==> src/rtl/bcd_display_scanner_pkg.sv <==
// Shared types and constants for the two-digit multiplexed BCD display scanner.
package bcd_display_scanner_pkg;

  // Display scan phases, visited in declaration order each frame.
  typedef enum logic [1:0] {
    S_ONES    = 2'd0,
    S_BLANK_O = 2'd1,
    S_TENS    = 2'd2,
    S_BLANK_T = 2'd3
  } state_t;

  // A BCD digit pair as carried between the handshake slot and the display.
  typedef struct packed {
    logic [3:0] tens;
    logic [3:0] ones;
  } digits_t;

  localparam int unsigned DIGIT_W = 4;
  localparam int unsigned SEG_W   = 7;

  // Active-low segment patterns, bit order {g,f,e,d,c,b,a}.
  localparam logic [SEG_W-1:0] SEG_BLANK = 7'h7F;
  localparam logic [SEG_W-1:0] SEG_DASH  = 7'h3F;

  // 16-entry digit encoding; non-BCD codes show a dash.
  function automatic logic [SEG_W-1:0] seg_encode(input logic [DIGIT_W-1:0] digit);
    logic [SEG_W-1:0] seg;
    seg = SEG_DASH;
    case (digit)
      4'd0:    seg = 7'h40;
      4'd1:    seg = 7'h79;
      4'd2:    seg = 7'h24;
      4'd3:    seg = 7'h30;
      4'd4:    seg = 7'h19;
      4'd5:    seg = 7'h12;
      4'd6:    seg = 7'h02;
      4'd7:    seg = 7'h78;
      4'd8:    seg = 7'h00;
      4'd9:    seg = 7'h10;
      default: seg = SEG_DASH;
    endcase
    return seg;
  endfunction

endpackage

==> src/rtl/bcd_display_scanner_seg.sv <==
// Combinational 4-bit digit to active-low seven-segment encoder.
module bcd_to_seven_seg
  import bcd_display_scanner_pkg::*;
(
  input  logic [3:0] digit,
  output logic [6:0] seg_n_c
);

  // Pure table lookup; codes above 9 map to a dash.
  always_comb begin
    seg_n_c = seg_encode(digit);
  end

endmodule

==> src/rtl/bcd_display_scanner.sv <==
// Two-digit common-anode display scanner with frame-aligned value update.
module bcd_display_scanner
  import bcd_display_scanner_pkg::*;
#(
  parameter int unsigned DWELL_CYCLES = 1000,
  parameter int unsigned BLANK_CYCLES = 16
) (
  input  logic       clk,
  input  logic       rst,
  input  logic       in_val,
  output logic       in_rdy,
  input  logic [3:0] in_tens,
  input  logic [3:0] in_ones,
  input  logic       blank_lz,
  output logic [6:0] seg_n,
  output logic [1:0] an_n,
  output logic       frame_done
);

  localparam int unsigned MAX_LEN = (DWELL_CYCLES > BLANK_CYCLES) ? DWELL_CYCLES : BLANK_CYCLES;
  localparam int unsigned CNT_W   = $clog2(MAX_LEN + 1);

  localparam logic [CNT_W-1:0] DWELL_LAST = CNT_W'(DWELL_CYCLES - 1);
  localparam logic [CNT_W-1:0] BLANK_LAST = CNT_W'(BLANK_CYCLES - 1);

  state_t           state;
  state_t           state_next;
  logic [CNT_W-1:0] cnt;
  logic             cnt_last;
  logic             frame_end;

  digits_t          disp;
  digits_t          pend;
  logic             pend_full;
  logic             accept;

  logic [3:0]       cur_digit;
  logic [6:0]       cur_seg_n;
  logic             tens_blank;

  // Last cycle of the current phase: dwell phases and gap phases differ in length.
  always_comb begin
    cnt_last = 1'b0;
    case (state)
      S_ONES, S_TENS:        cnt_last = (cnt == DWELL_LAST);
      S_BLANK_O, S_BLANK_T:  cnt_last = (cnt == BLANK_LAST);
      default:               cnt_last = 1'b0;
    endcase
  end

  // The frame ends on the final cycle of the tens-side gap.
  assign frame_end = (state == S_BLANK_T) && cnt_last;

  // Phase register.
  always_ff @(posedge clk) begin
    if (rst) begin
      state <= S_ONES;
    end else begin
      state <= state_next;
    end
  end

  // Advance around the ring once the current phase has run its length.
  always_comb begin
    state_next = state;
    if (cnt_last) begin
      case (state)
        S_ONES:    state_next = S_BLANK_O;
        S_BLANK_O: state_next = S_TENS;
        S_TENS:    state_next = S_BLANK_T;
        S_BLANK_T: state_next = S_ONES;
        default:   state_next = S_ONES;
      endcase
    end
  end

  // Cycle count within the current phase, restarting on every phase change.
  always_ff @(posedge clk) begin
    if (rst || cnt_last) begin
      cnt <= '0;
    end else begin
      cnt <= cnt + CNT_W'(1);
    end
  end

  // Slot is offered only when empty and out of reset.
  assign in_rdy = !pend_full && !rst;
  assign accept = in_val && in_rdy;

  // Pending slot and displayed pair; the swap happens only at a frame boundary,
  // where the slot is necessarily full-or-empty without a same-cycle accept.
  always_ff @(posedge clk) begin
    if (rst) begin
      disp      <= '0;
      pend      <= '0;
      pend_full <= 1'b0;
    end else if (frame_end && pend_full) begin
      disp      <= pend;
      pend_full <= 1'b0;
    end else if (accept) begin
      pend.tens <= in_tens;
      pend.ones <= in_ones;
      pend_full <= 1'b1;
    end
  end

  // Single encoder shared by both digit positions.
  assign cur_digit = (state == S_TENS) ? disp.tens : disp.ones;

  bcd_to_seven_seg u_enc (
    .digit   (cur_digit),
    .seg_n_c (cur_seg_n)
  );

  // Leading-zero blanking follows blank_lz live, without latching.
  assign tens_blank = blank_lz && (disp.tens == 4'd0);

  // Drive anodes and segments from the phase; everything dark during reset.
  always_comb begin
    an_n       = 2'b11;
    seg_n      = SEG_BLANK;
    frame_done = 1'b0;
    if (!rst) begin
      frame_done = frame_end;
      case (state)
        S_ONES: begin
          an_n  = 2'b10;
          seg_n = cur_seg_n;
        end
        S_TENS: begin
          if (!tens_blank) begin
            an_n  = 2'b01;
            seg_n = cur_seg_n;
          end
        end
        default: begin
          an_n  = 2'b11;
          seg_n = SEG_BLANK;
        end
      endcase
    end
  end

endmodule

==> config.mk <==
export PLATFORM = sky130hd
export DESIGN_NAME = bcd_display_scanner
export DESIGN_NICKNAME = d
export VERILOG_FILES = /design/src/rtl/bcd_display_scanner_pkg.sv /design/src/rtl/bcd_display_scanner_seg.sv /design/src/rtl/bcd_display_scanner.sv
export SDC_FILE = /design/constraint.sdc
export NUM_CORES = 1
export LEC_CHECK = 0
export CORE_MARGIN = 4
export CORE_UTILIZATION = 48
export CTS_CLUSTER_SIZE = 12
export DETAILED_ROUTE_END_ITERATION = 12
export PLACE_DENSITY_LB_ADDON = 0.12
export SYNTH_ARGS = -nofsm -noshare
export SYNTH_HDL_FRONTEND = slang
export SYNTH_SLANG_ARGS = --single-unit
==> constraint.sdc <==
create_clock -name clk -period 2.1 [get_ports clk]
set_clock_uncertainty 0.15 [all_clocks]
set_input_delay 0.21 -clock clk [delete_from_list [all_inputs] [get_ports clk]]
set_output_delay 0.21 -clock clk [all_outputs]
set_load 0.02 [all_outputs]
Word level (Yosys, flattened, before mapping):

Memories as Yosys holds them, arrays and structs flattened.
Index checks and enable logic that the tools add are counted.

* add/subtract/negate cells: 1
* eq/ne operators: 5
* mux-type cells: 10
* bitwise operators: 1
* reductions and logical operators: 14

Operator list (count)
* $mux W7: 2
* $pmux W7 S2: 1
* $add A10 B1 Y10 const B: 1
* $eq A10 B10 Y1 const B: 1
* $eq A10 B4 Y1 const B: 1
* $pmux W2 S4: 1
* $reduce_or A2 Y1: 3
* $logic_and A1 B1 Y1: 5
* $eq A2 B2 Y1 const B: 2
* $logic_not A4 Y1: 1
* $mux W2: 2
* $mux W4: 1
* $pmux W2 S2: 1
* $eq A2 B1 Y1 const B: 1
* $logic_not A1 Y1: 2
* $logic_not A2 Y1: 1
* $pmux W1 S2: 1
* $reduce_and A2 Y1: 1
* $logic_or A1 B1 Y1: 1
* $mux W1: 1
* $not A1 Y1: 1

* register bits after elaboration: 29
* ROM bits: 112
* input port bits: 12
* output and inout bits: 11
* logic and storage cells: 39
* memories kept: 1

Memory list
* (name not given): depth 16, width 7, read ports 1, clocked after Yosys merged registers in 0, wr ports 0, line bcd_display_scanner_pkg.sv:29 `case (digit)`

Depth between registers and ports, before layout:

Gate-level depths: netlist of run 1.

* depth in word-level cells: 7
* gate-level depth with buffers: 9

Hierarchy:

From an unflattened synthesis of run 1, not the netlist that was laid out.

* cell total of the unflattened synthesis: 182
* area, all modules: 1650.3 µm²

Modules (own cells, without submodules)
* bcd_display_scanner: instances 1, cells each 151, area each 1410.1 µm²
* bcd_to_seven_seg: instances 1, cells each 31, area each 240.2 µm²

Worst setup path before layout of run 1:

No wires, ideal clock.

* path type: register to output
* start point: register state[0]
* end point: output port seg_n[2]
* arrival: 2.317 ns
* slack: -0.577 ns
* cell stages (with the launch flop): 8
* buffers on the path: 1
* cells stage by stage: dfxtp_1 > inv_1 > ha_1 > clkbuf_1 > mux2i_1 > ha_1 > inv_1 > o311ai_0

* word-level cells in the longest chain between the ends: 6

Ends and longest elaborated chain
* start: declaration: line bcd_display_scanner.sv:26 `state_t state;`
* start signal: assignment: line bcd_display_scanner.sv:59 `state <= state_next;`
* $eq A2 B2 Y1: line bcd_display_scanner.sv:108, bcd_display_scanner.sv:125
* $mux W4: line bcd_display_scanner.sv:108 `assign cur_digit = (state == S_TENS) ? disp.tens : disp.ones;`
* $mem_v2 Z16 W7
* $mux W7: line bcd_display_scanner.sv:131 `if (!tens_blank) begin`
* $pmux W7 S2 *: line bcd_display_scanner.sv:125 `case (state)`
* $mux W7 *: line bcd_display_scanner.sv:123 `if (!rst) begin`
* end: declaration: line bcd_display_scanner.sv:15 `output logic [6:0] seg_n,`

Every way passes the cells marked *; elsewhere a longest branch is shown, timed or not.

Final worst setup path of run 1:

* start point: register state[1]
* end point: output port seg_n[5]

Same word-level chain as after synthesis.

==> flow_metrics.tcl, run 1 <==
set metrics [dict create \
    routedWlPerCell_um 12.7 \
    cap_viol_max_count 0 \
    path_cells "ha_4 > mux2i_2 > buf_4 > ha_4 > nor3_2 > a21oi_1 > nand3_1 > buf_6" \
    fin_nets 247 \
    cts_max_level 2 \
    grt_pass1_wl_um 6040 \
    drv_slew 0 \
    vias 1364 \
    synthTopCellsByCount "29 x dfxtp_1, 22 x mux2i_1, 21 x nand2b_1" \
    cts_tree "done" \
    rsz0062_at_grt "yes" \
    startpoint_type "flip-flop" \
    max_freq_mhz 435 \
    gp_congestion 0.837 \
    cts_sinks 29 \
    cts-root-buf "clkbuf_4" \
    io_pins 23 \
    cp_data_arrival_time_ns 1.94 \
    fp.dieW_um 64.3 \
    dp_hpwl_um 2350 \
    grt_antenna_before_repair 0 \
    swShare 0.237 \
    end_kind "output port" \
    peakVddDrop_mv 0.468 \
    die_y_um 64.3 \
    synthCells 168 \
    seq_power_share 0.531 \
    finalWorstSetupSlack_ns -0.198 \
    netlist.area_leader.share 0.381 \
    synthFlopType "dfxtp_1" \
    yosysTopAreaCell "dfxtp_1" \
    drive_gt1_frac 0.389 \
    core_um2 3050 \
    avgSynthCellArea_um2 9.07 \
    cts-buffers-inserted 5 \
    ant_nets 0 \
    die_area_um2 4140 \
    worst_pin_slew_ns 0.353 \
    hold_slack_ns 0.319 \
    grt_use_total 0.187 \
    num_antenna_cells 0 \
    vias_per_cell 5.00 \
    synth_area_leaders "dfxtp_1 38%, mux2i_1 14%, nand2b_1 8.6%" \
    start_util 0.499 \
    grt_pass1_vias 1381 \
    dp_slack_ns -0.540 \
    syn_area_um2 1520 \
    p_leak_nw 0.881 \
    clk_pin_slew_ns 0.09 \
    fp-row-count 20 \
    synth_cell_types 31 \
    status "finished, violations left" \
    utilization 0.747 \
    violations "negative setup slack" \
    drtPass1Iterations 4 \
    power_density_nw_per_um2 475 \
    synth_edf_count 0 \
    maxSlewHeadroom 0.763 \
    worst-setup-path-type "flip-flop to output port" \
    ff_latch_area_um2 588 \
    cp_max_fo 5 \
    ys_seq_elements 29 \
    pwr-share-clk 0.360 \
    period_needed_ns 2.30 \
    required_ns 1.74 \
    wl_um 3460 \
    internal_power_w 0.000826 \
    multi_input_area_um2 1030 \
    cpPeakStageDelay_ns 0.38 \
    switching_power_w 0.000257 \
    drc 0 \
    finalCritPeriodShare 1.09 \
    fillers 220 \
    drt_iter0_markers 39 \
    area_growth_pct 49.7 \
    clkLatencyLatePin_ns 0.33 \
    yosysMostFrequentCell "dfxtp_1" \
    min_path_type "flip-flop to flip-flop" \
    cp_slowest_cell "dfxtp_1" \
    grt-ovfl-total 0 \
    clock_path_buffers 2 \
    ys.warnings.count 0 \
    grt_max_degree 26 \
    p_comb_frac 0.109 \
    finalHoldViolations 0 \
    setup_viol 8 \
    path_common_cell "ha_4" \
    port-buffer-count 22 \
    fin_setup_tns_ns -1.23 \
    synth_nets 187 \
    yosysSeqAreaShare 0.381 \
    async_flop_share 0 \
]
==> final timing paths <==
kind / startpoint / to / slack (ns) / depth (start not counted)
min: pend[3]$_SDFFE_PP0P_ / disp[3]$_SDFFE_PP0P_ / 0.32 / 2
max: state[1]$_SDFFE_PP0N_ / seg_n[5] / -0.20 / 8
min reg2reg: pend[3]$_SDFFE_PP0P_ / disp[3]$_SDFFE_PP0P_ / 0.32 / 2
max reg2reg: cnt[8]$_SDFF_PP0_ / state[1]$_SDFFE_PP0N_ / 0.10 / 7
==> state kept, by name (all words and copies together) (netlist names) <==
signal,cells
cnt,10
disp,8
pend,8
pend_full,1
state,2
==> stage by stage <==
step	std cells	area, µm²	total power, W
finish	273	2280	0.00108
CTS	271	2210	0.00110
global placement	254	1990	0.000697
global route	273	2280	0.00114
detailed placement	254	1990	0.000701
floorplan	168	1550	0.000648
==> power groups by stage <==
stage               sequential (W)  combinational [W]  clock [W]
floorplan                 0.000585          0.0000624          0
global placement          0.000587           0.000110          0
detailed placement        0.000588           0.000113          0
CTS                       0.000575           0.000118   0.000402
global route              0.000577           0.000127   0.000439
finish                    0.000575           0.000118   0.000390
==> critical path, delay by kind of cell, from the launching register on <==
family / cells / cell delay (ns)
AND/OR/NAND/NOR: 2 / 0.16
multiplexers: 1 / 0.25
buffers and inverters: 2 / 0.31
flip-flops: 1 / 0.38
adder cells (fa/ha/maj): 2 / 0.35
AO/OA/AOI/OAI: 1 / 0.14
==> timing repair <==
| action | CTS | global route |
|---|---|---|
| hold buffers | 0 | 0 |
| buffers inserted | 9 | 2 |
| pin swaps | 11 | 8 |
| gates resized for setup | 76 | 12 |
| setup endpoints to repair | 10 | 9 |
==> logic make-up after synthesis <==
group | count (synthesis) | share of synthesized area
AND/OR/NAND/NOR | 72 | 0.255
flip-flops | 29 | 0.381
multiplexers | 24 | 0.159
AO/OA/AOI/OAI | 15 | 0.0624
buffers and inverters | 13 | 0.0394
XOR/XNOR | 8 | 0.0460
adder cells (fa/ha/maj) | 7 | 0.0575
==> cell type report <==
cell class,count,share of cell area
flip-flops and latches,29,0.258
repair buffers,61,0.225
clock inverters,1,0.00219
clock buffers,7,0.0285
well taps,44,0.0241
multi-input cells,126,0.454
inverters,5,0.00823
==> layer usage <==
| metal | track usage | vias up | wire length (µm) |
|---|---|---|---|
| met4 | 0.0923 | 0 | 80 |
| li1 | - | 698 | - |
| met3 | 0.0633 | 8 | 164 |
| met1 | 0.216 | 630 | 1610 |
| met2 | 0.308 | 28 | 1610 |
| met5 | 0 | - | 0 |
==> cells in the final DEF (no fill, tap or decap), types with 3 or more instances in the layout <==
cell             instances
xnor2_1                  6
dfxtp_1                 23
clkdlybuf4s50_1         12
nand2_1                  5
nor3_1                  12
nor2_1                  15
a21oi_1                  4
buf_4                   38
clkbuf_4                 5
nand2b_1                21
mux2i_1                 19
inv_2                    3
nand3_1                  5
buf_6                    8
o21ai_1                  3
ha_1                     4
dfxtp_2                  6
(Power assumes the default switching activity.)
==> run 2: changes to the inputs <==
Settings changed: CORE_UTILIZATION 48 to 50, CTS_BUF_LIST set to sky130_fd_sc_hd__clkbuf_8.
==> run 2 against run 1 <==
Against the previous run: the run still ends with negative setup slack left; power grew 10%; global-route usage grew 2.8 points; core utilization grew 6.1 points; critical path depth shrank 1; first-iteration DRC count grew 64%; register-to-register slack gained 0.02 ns; die area shrank 3.5%; critical endpoint unchanged.
==> flow_metrics.tcl, run 2 (synthesis gave the netlist of run 1 again) <==
set metrics [dict create \
    core_um2 2830 \
    regMostFlops "cnt" \
    r2r-start "cnt[6]$_SDFF_PP0_" \
    start_util 0.539 \
    drtPass1Iterations 4 \
    cts-buffers-inserted 5 \
    p_leak_nw 0.888 \
    placed_area_um2 1970 \
    ant_nets 0 \
    dp_slack_ns -0.569 \
    die_area_um2 3990 \
    dp_hpwl_um 2420 \
    vias 1465 \
    rsz0062_at_grt "yes" \
    required_ns 1.74 \
    utilization 0.808 \
    finalCritPeriodShare 1.12 \
    setup_viol 8 \
    io_pins 23 \
    reg2reg_depth 6 \
    finalHoldViolations 0 \
    cp_data_arrival_time_ns 2.00 \
    gp_congestion 0.961 \
    grt_pass1_wl_um 6800 \
    grt_pass1_vias 1491 \
    cts_tree "done" \
    maxSlewHeadroom 0.745 \
    cp_max_fo 7 \
    drc 0 \
    min_path_type "flip-flop to flip-flop" \
    finalPower_w 0.00119 \
    drive_gt1_frac 0.372 \
    layout.cells.most_common_list "33 x buf_4, 22 x dfxtp_1, 21 x nand2b_1, 20 x mux2i_1, 15 x nor2_1" \
    violations "negative setup slack" \
    clk_pin_slew_ns 0.06 \
    area_growth_pct 50.1 \
    crit_path_start "state[0]$_SDFFE_PP0N_" \
    cts-root-buf "clkbuf_8" \
    fin_nets 244 \
    r2r_end "state[1]$_SDFFE_PP0N_" \
    drv_slew 0 \
    vias_per_cell 5.70 \
    startpoint_type "flip-flop" \
    worst_pin_slew_ns 0.380 \
    power_density_nw_per_um2 522 \
    fillers 180 \
    end_kind "output port" \
    peakVddDrop_mv 0.500 \
    grt_use_total 0.215 \
    worst-setup-path-type "flip-flop to output port" \
    hold_slack_ns 0.316 \
    cp_slowest_cell "mux2_4" \
    drt_iter0_markers 64 \
    die_y_um 63.2 \
    top_regs "cnt (10), disp (8), pend (8)" \
    fp.dieW_um 63.2 \
    path_cells "inv_2 > ha_4 > mux2_4 > buf_4 > o21ai_0 > nand3_1 > buf_2" \
    max_freq_mhz 424 \
    stdcell_area_um2 2290 \
    endpoint "seg_n[5]" \
    num_antenna_cells 0 \
    cap_viol_max_count 0 \
    port-buffer-count 22 \
    r2r_slack_ns 0.12 \
    cts_max_level 2 \
    period_needed_ns 2.36 \
    clock_path_buffers 2 \
    grt-ovfl-total 0 \
    cts_sinks 29 \
    cpPeakStageDelay_ns 0.38 \
    largest_reg_flops 10 \
    wl_um 4210 \
    grt_max_degree 42 \
    routedWlPerCell_um 16.4 \
    status "finished, violations left" \
    layout.cells.most_common "buf_4" \
    fp-row-count 19 \
    finalWorstSetupSlack_ns -0.260 \
    hold_buffers 0 \
    grt_antenna_before_repair 0 \
    clkLatencyLatePin_ns 0.28 \
]
## run 2: cell count changes in the layout (fill, tap and decap cells not counted), sizes merged
cell and delta:
buf -3
## run 2: final cells by class
type                       instances  area (µm²)  share of cell area
sequential                        29         589               0.258
multi-input combinational        126        1030               0.450
tap                               31        38.8              0.0170
inverter                           5        21.3             0.00930
clock buffer                       7        96.3              0.0421
timing repair buffer              58         508               0.222
clock inverter                     1        5.00             0.00219
## run 2: repair_timing
| action | CTS | global route |
|---|---|---|
| setup endpoints to repair | 10 | 15 |
| pin swaps | 9 | 7 |
| setup buffers | 5 | 4 |
| resized for setup | 77 | 11 |
## run 2: worst min-delay path by stage
stage                                 start                   end  slack, ns  cells past startpoint
after detailed placement  cnt[0]$_SDFF_PP0_     cnt[0]$_SDFF_PP0_       0.31                      1
final                     cnt[0]$_SDFF_PP0_     cnt[0]$_SDFF_PP0_       0.32                      1
after global placement    cnt[0]$_SDFF_PP0_     cnt[0]$_SDFF_PP0_       0.29                      1
after CTS                 cnt[0]$_SDFF_PP0_     cnt[0]$_SDFF_PP0_       0.32                      1
after global routing      cnt[0]$_SDFF_PP0_     cnt[0]$_SDFF_PP0_       0.34                      1
after floorplan                  in_ones[0]  pend[0]$_SDFFE_PP0P_       0.21                      2
## run 2: worst max-delay path, delay by kind of cell (launching register included)
family                   cells  cell delay, ns
AO/OA/AOI/OAI                1            0.23
adder cells (fa/ha/maj)      1            0.23
buffers and inverters        3            0.43
flip-flops                   1            0.33
multiplexers                 1            0.38
AND/OR/NAND/NOR              1            0.10
## run 2: report_power, final
group,total (W),internal (W),switching [W],leakage (nW)
Sequential,0.000576,0.000566,0.0000102,0.239
Clock,0.000499,0.000295,0.000204,0.0542
Combinational,0.000119,0.0000660,0.0000526,0.594
Total,0.00119,0.000927,0.000267,0.888
## run 2: stage by stage
step                std cells  TNS (ns)
floorplan                 168         0
global placement          241     -3.40
detailed placement        241     -4.30
CTS                       254    -0.964
global route              257     -2.41
finish                    257     -1.65
## run 2: routing by layer
layer  up-vias  track usage  wire, µm
met5         -            0         0
met2        53        0.375      2110
met1       698        0.227      1700
met4         0       0.0997       178
met3        20       0.0817       227
li1        694            -         -
==> run 3: changes to the inputs <==
Settings changed: CAP_MARGIN set to 30, PLACE_DENSITY set to 0.83, PLACE_DENSITY_LB_ADDON 0.12 to not set.
==> run 3 against run 2 <==
Against the previous run: the run still ends with negative setup slack left; critical path depth increased by 1; setup slack better by 0.0057 ns; hold slack gained 0.0020 ns; first-iteration DRC count increased by 69%; critical path type unchanged; highest routed layer unchanged.
==> flow_metrics.tcl, run 3 (synthesis gave the netlist of run 1 again) <==
set metrics [dict create \
    cts-root-buf "clkbuf_8" \
    fp.dieW_um 63.2 \
    worst-setup-path-type "flip-flop to output port" \
    ff_latch_area_um2 591 \
    grt_pass1_wl_um 6480 \
    clk_pin_slew_ns 0.07 \
    grt_pass1_vias 1433 \
    die_area_um2 3990 \
    routedWlPerCell_um 16.7 \
    layout.cells.most_common_list "28 x buf_4, 23 x dfxtp_1, 21 x nand2b_1, 20 x mux2i_1, 14 x nor2_1" \
    maxSlewHeadroom 0.717 \
    dp_slack_ns -0.560 \
    vias 1416 \
    vias_per_cell 5.64 \
    multi_input_area_um2 1060 \
    hold_buffers 0 \
    cts-buffers-inserted 5 \
    grt_antenna_before_repair 0 \
    crit_path_start "state[0]$_SDFFE_PP0N_" \
    layout.cells.most_common "buf_4" \
    seq_power_share 0.512 \
    grt_use_total 0.206 \
    wl_um 4180 \
    rsz0062_at_grt "yes" \
    finalPower_w 0.00112 \
    pwr-share-clk 0.379 \
    top_regs "cnt (10), disp (8), pend (8)" \
    swShare 0.239 \
    fin_setup_tns_ns -1.34 \
    fillers 182 \
    clkLatencyLatePin_ns 0.29 \
    gp_congestion 0.944 \
    power_density_nw_per_um2 499 \
    p_leak_nw 0.859 \
    cap_viol_max_count 0 \
    fin_nets 238 \
    drv_slew 0 \
    io_pins 23 \
    setup_viol 8 \
    regMostFlops "cnt" \
    grt-ovfl-total 0 \
    die_y_um 63.2 \
    min_from "cnt[0]$_SDFF_PP0_" \
    cp_max_fo 6 \
    max_freq_mhz 425 \
    finalCritPeriodShare 1.12 \
    dp_cells 239 \
    ant_nets 0 \
    cts_tree "done" \
    num_antenna_cells 0 \
    area_growth_pct 47.7 \
    period_needed_ns 2.35 \
    port-buffer-count 22 \
    required_ns 1.74 \
    r2r-start "cnt[7]$_SDFF_PP0_" \
    grt_max_degree 25 \
    clock_path_buffers 2 \
    finalHoldViolations 0 \
    peakVddDrop_mv 0.462 \
    start_util 0.539 \
    drt_iter0_markers 108 \
    startpoint_type "flip-flop" \
    drtPass1Iterations 4 \
    min_path_type "flip-flop to flip-flop" \
    worst_pin_slew_ns 0.421 \
    end_kind "output port" \
    instances_no_fill 251 \
    fp-row-count 19 \
    cts_max_level 2 \
    drive_gt1_frac 0.355 \
    dp_hpwl_um 2620 \
    status "finished, violations left" \
    violations "negative setup slack" \
    largest_reg_flops 10 \
    finalWorstSetupSlack_ns -0.255 \
    hold_slack_ns 0.318 \
    cts_sinks 29 \
    core_um2 2830 \
    cp_data_arrival_time_ns 1.99 \
    switching_power_w 0.000268 \
    drc 0 \
    internal_power_w 0.000854 \
    p_comb_frac 0.109 \
]
run 3: path summary, 6_finish.rpt:
path | endpoint | slack, ns | cells past startpoint
hold reg to reg | cnt[0]$_SDFF_PP0_ | 0.32 | 1
hold / removal | cnt[0]$_SDFF_PP0_ | 0.32 | 1
setup / recovery | seg_n[4] | -0.25 | 8
setup reg to reg | state[1]$_SDFFE_PP0N_ | 0.09 | 6
run 3: layer usage:
| metal | part of all wire | vias up | track usage | wire, µm |
|---|---|---|---|---|
| li1 | - | 678 | - | - |
| met1 | 0.39 | 664 | 0.221 | 1630 |
| met2 | 0.51 | 60 | 0.350 | 2120 |
| met3 | 0.064 | 14 | 0.0710 | 267 |
| met4 | 0.037 | 0 | 0.121 | 156 |
| met5 | 0 | - | 0 | 0 |
run 3: what timing repair did:
action / in CTS / in global routing
pin swaps: 11 / 7
endpoints found under the setup margin: 9 / 9
buffers inserted: 2 / 2
resized for setup: 67 / 25
run 3: power by group through the flow:
stage               Sequential [W]  Combinational (W)  Clock, W
floorplan                 0.000585          0.0000624         0
global placement          0.000587           0.000110         0
detailed placement        0.000588           0.000114         0
CTS                       0.000576           0.000118  0.000431
global route              0.000576           0.000133  0.000466
finish                    0.000574           0.000123  0.000425
run 3: worst max-delay path, stage by stage (launching register included):
cell and delay, ns:
dfxtp_2 0.33, inv_2 0.08, ha_4 0.22, mux2i_4 0.34, buf_4 0.19, mux2i_1 0.08
o21ai_1 0.20, nand2_1 0.12, buf_6 0.15
run 3: cell type report:
type / count / area share
inverters: 5 / 0.00945
well taps: 31 / 0.0172
multi-input cells: 126 / 0.471
flip-flops and latches: 29 / 0.262
clock buffers: 5 / 0.0306
repair buffers: 52 / 0.204
clock inverters: 3 / 0.00500
run 3: metrics by stage:
step | utilization | area, µm²
5_1_grt | 0.796 | 2250
3_3_place_gp | 0.692 | 1960
2_1_floorplan | - | 1550
3_5_place_dp | 0.692 | 1960
4_1_cts | 0.755 | 2130
6_report | 0.796 | 2250
==> patch: new RTL, flow settings as in run 3 <==
The parameter `BLANK_CYCLES` goes from 16 to 8.
--- a/src/rtl/bcd_display_scanner.sv
+++ b/src/rtl/bcd_display_scanner.sv
@@ -3,7 +3,7 @@
   import bcd_display_scanner_pkg::*;
 #(
   parameter int unsigned DWELL_CYCLES = 1000,
-  parameter int unsigned BLANK_CYCLES = 16
+  parameter int unsigned BLANK_CYCLES = 8
 ) (
   input  logic       clk,
   input  logic       rst,
Check against the original RTL: no difference found for any inputs over 10 cycles, from zero or initial values and one cycle with rst high; that may be too few to reach the edited logic, so the function may still have changed.
==> patch against run 3 <==
The flow still finishes with violations (setup timing). First-iteration DRC count decreased by 7.4%. Area after synthesis increased by 2.5%. Power decreased by 1.9%. Worst setup slack got worse by 0.031 ns. Sequential cell count unchanged. Clock power decreased by 4%. Die area increased by 2.2%. Routed wire length increased by 2.7%. Cell area increased by 1.2%. Largest power group unchanged.
==> patch: results (changes against run 3) <==
[timing]
setup_tns_ns = -1.58  ; -0.232 ns
worst_slack_ns = -0.286  ; -0.0313 ns
setup_viol = 9  ; +1
timing.slew.headroom = 0.678  ; -0.0388
holdWs_ns = 0.328  ; +0.00960 ns

[routing]
wirelength_um = 4300  ; +2.7%
dr_wl_met3_um = 268  ; +0.37%
drtIter0Drc = 100  ; -7.4%
wl_met1_um = 1800  ; +10%

[final_layout]
multi_input_area_share = 0.458  ; -0.0131
drive_gt1_frac = 0.332  ; -0.0226
n_all_inverters = 7  ; +2
ff_latch_area_um2 = 583  ; -1.3%
buf_share = 0.215  ; +0.0108
n_all_buffers = 60  ; +15%
final-clk-cell-share = 0.0352  ; -0.000410
final_nets = 262  ; +10%
num-multi-input-gates = 140  ; +11%

[run_status]
status = finished with violations
violations = setup timing

[power_and_ir_drop]
vdd_ir_drop_max_v = 0.000576  ; +25%
p_per_area_nw_per_um2 = 483  ; -3.1%
leakage_nw = 0.889  ; +3.6%

[synthesis]
synthTopCellsByArea = dfxtp_1, mux2i_1, nor2_1, ha_1, o21ai_0
syn_area_per_cell_um2 = 8.40  ; -7.4%
synth_common_cells = dfxtp_1, nor2_1, o21ai_0

[setup_path]
r2r_cells = 5  ; -1
rrSetupSlack_ns = 0.13  ; +0.04 ns
crit_path_max_fanout = 3  ; -3

[placement]
dp_cells = 277  ; +16%
gp_congestion = 0.866  ; -8.3%

[worst_hold_path]
min_to = disp[4]
hold_depth = 2  ; +1

[global_route]
grt_pass1_vias = 1543  ; +7.7%

## patch: kinds of logic after synthesis
| family | count (synthesis) | synth area share |
|---|---|---|
| AOI/OAI and AO/OA | 45 | 0.185 |
| xor gates and xnor gates | 8 | 0.0448 |
| adders and majority gates | 7 | 0.0560 |
| buffers and inverters | 17 | 0.0464 |
| DFF | 29 | 0.371 |
| muxes | 13 | 0.0849 |
| and+or+nand+nor | 67 | 0.211 |
## patch: how the worst max path moves through the flow
stage                  start  endpoint  slack [ns]  cells after the start
floorplan           state[0]  seg_n[3]        -0.1                      7
global placement    state[0]  seg_n[4]       -0.43                      8
detailed placement  state[0]  seg_n[4]       -0.52                      8
CTS                 state[0]  seg_n[0]       -0.23                      8
global route        state[0]  seg_n[5]       -0.40                     10
finish              state[0]  seg_n[4]       -0.29                      8
## patch: what timing repair did
action,in CTS,in global routing
pin swaps,3,4
gates cloned,0,0
buffers inserted,2,1
endpoints found under the hold margin,0,0
gates resized for setup,60,12
hold buffers,0,0
endpoints found under the setup margin,9,9
## patch: metal layers
metal,global-route usage,up-vias
met2,0.361,59
met5,0,-
met4,0.0889,0
met1,0.260,744
li1,-,778
met3,0.0615,10
## patch: critical path: stages, from the launching register on
cell and delay (ns):
dfxtp_2 0.33, inv_2 0.08, ha_4 0.17, mux2_4 0.34
ha_4 0.17, a211oi_1 0.32, a211oi_2 0.07, o21ai_2 0.11
buf_4 0.15
## patch: report_power, final
group	internal, mW	switching, mW
logic	0.0636	0.0558
registers	0.566	0.00846
clock network	0.220	0.187
total	0.849	0.251
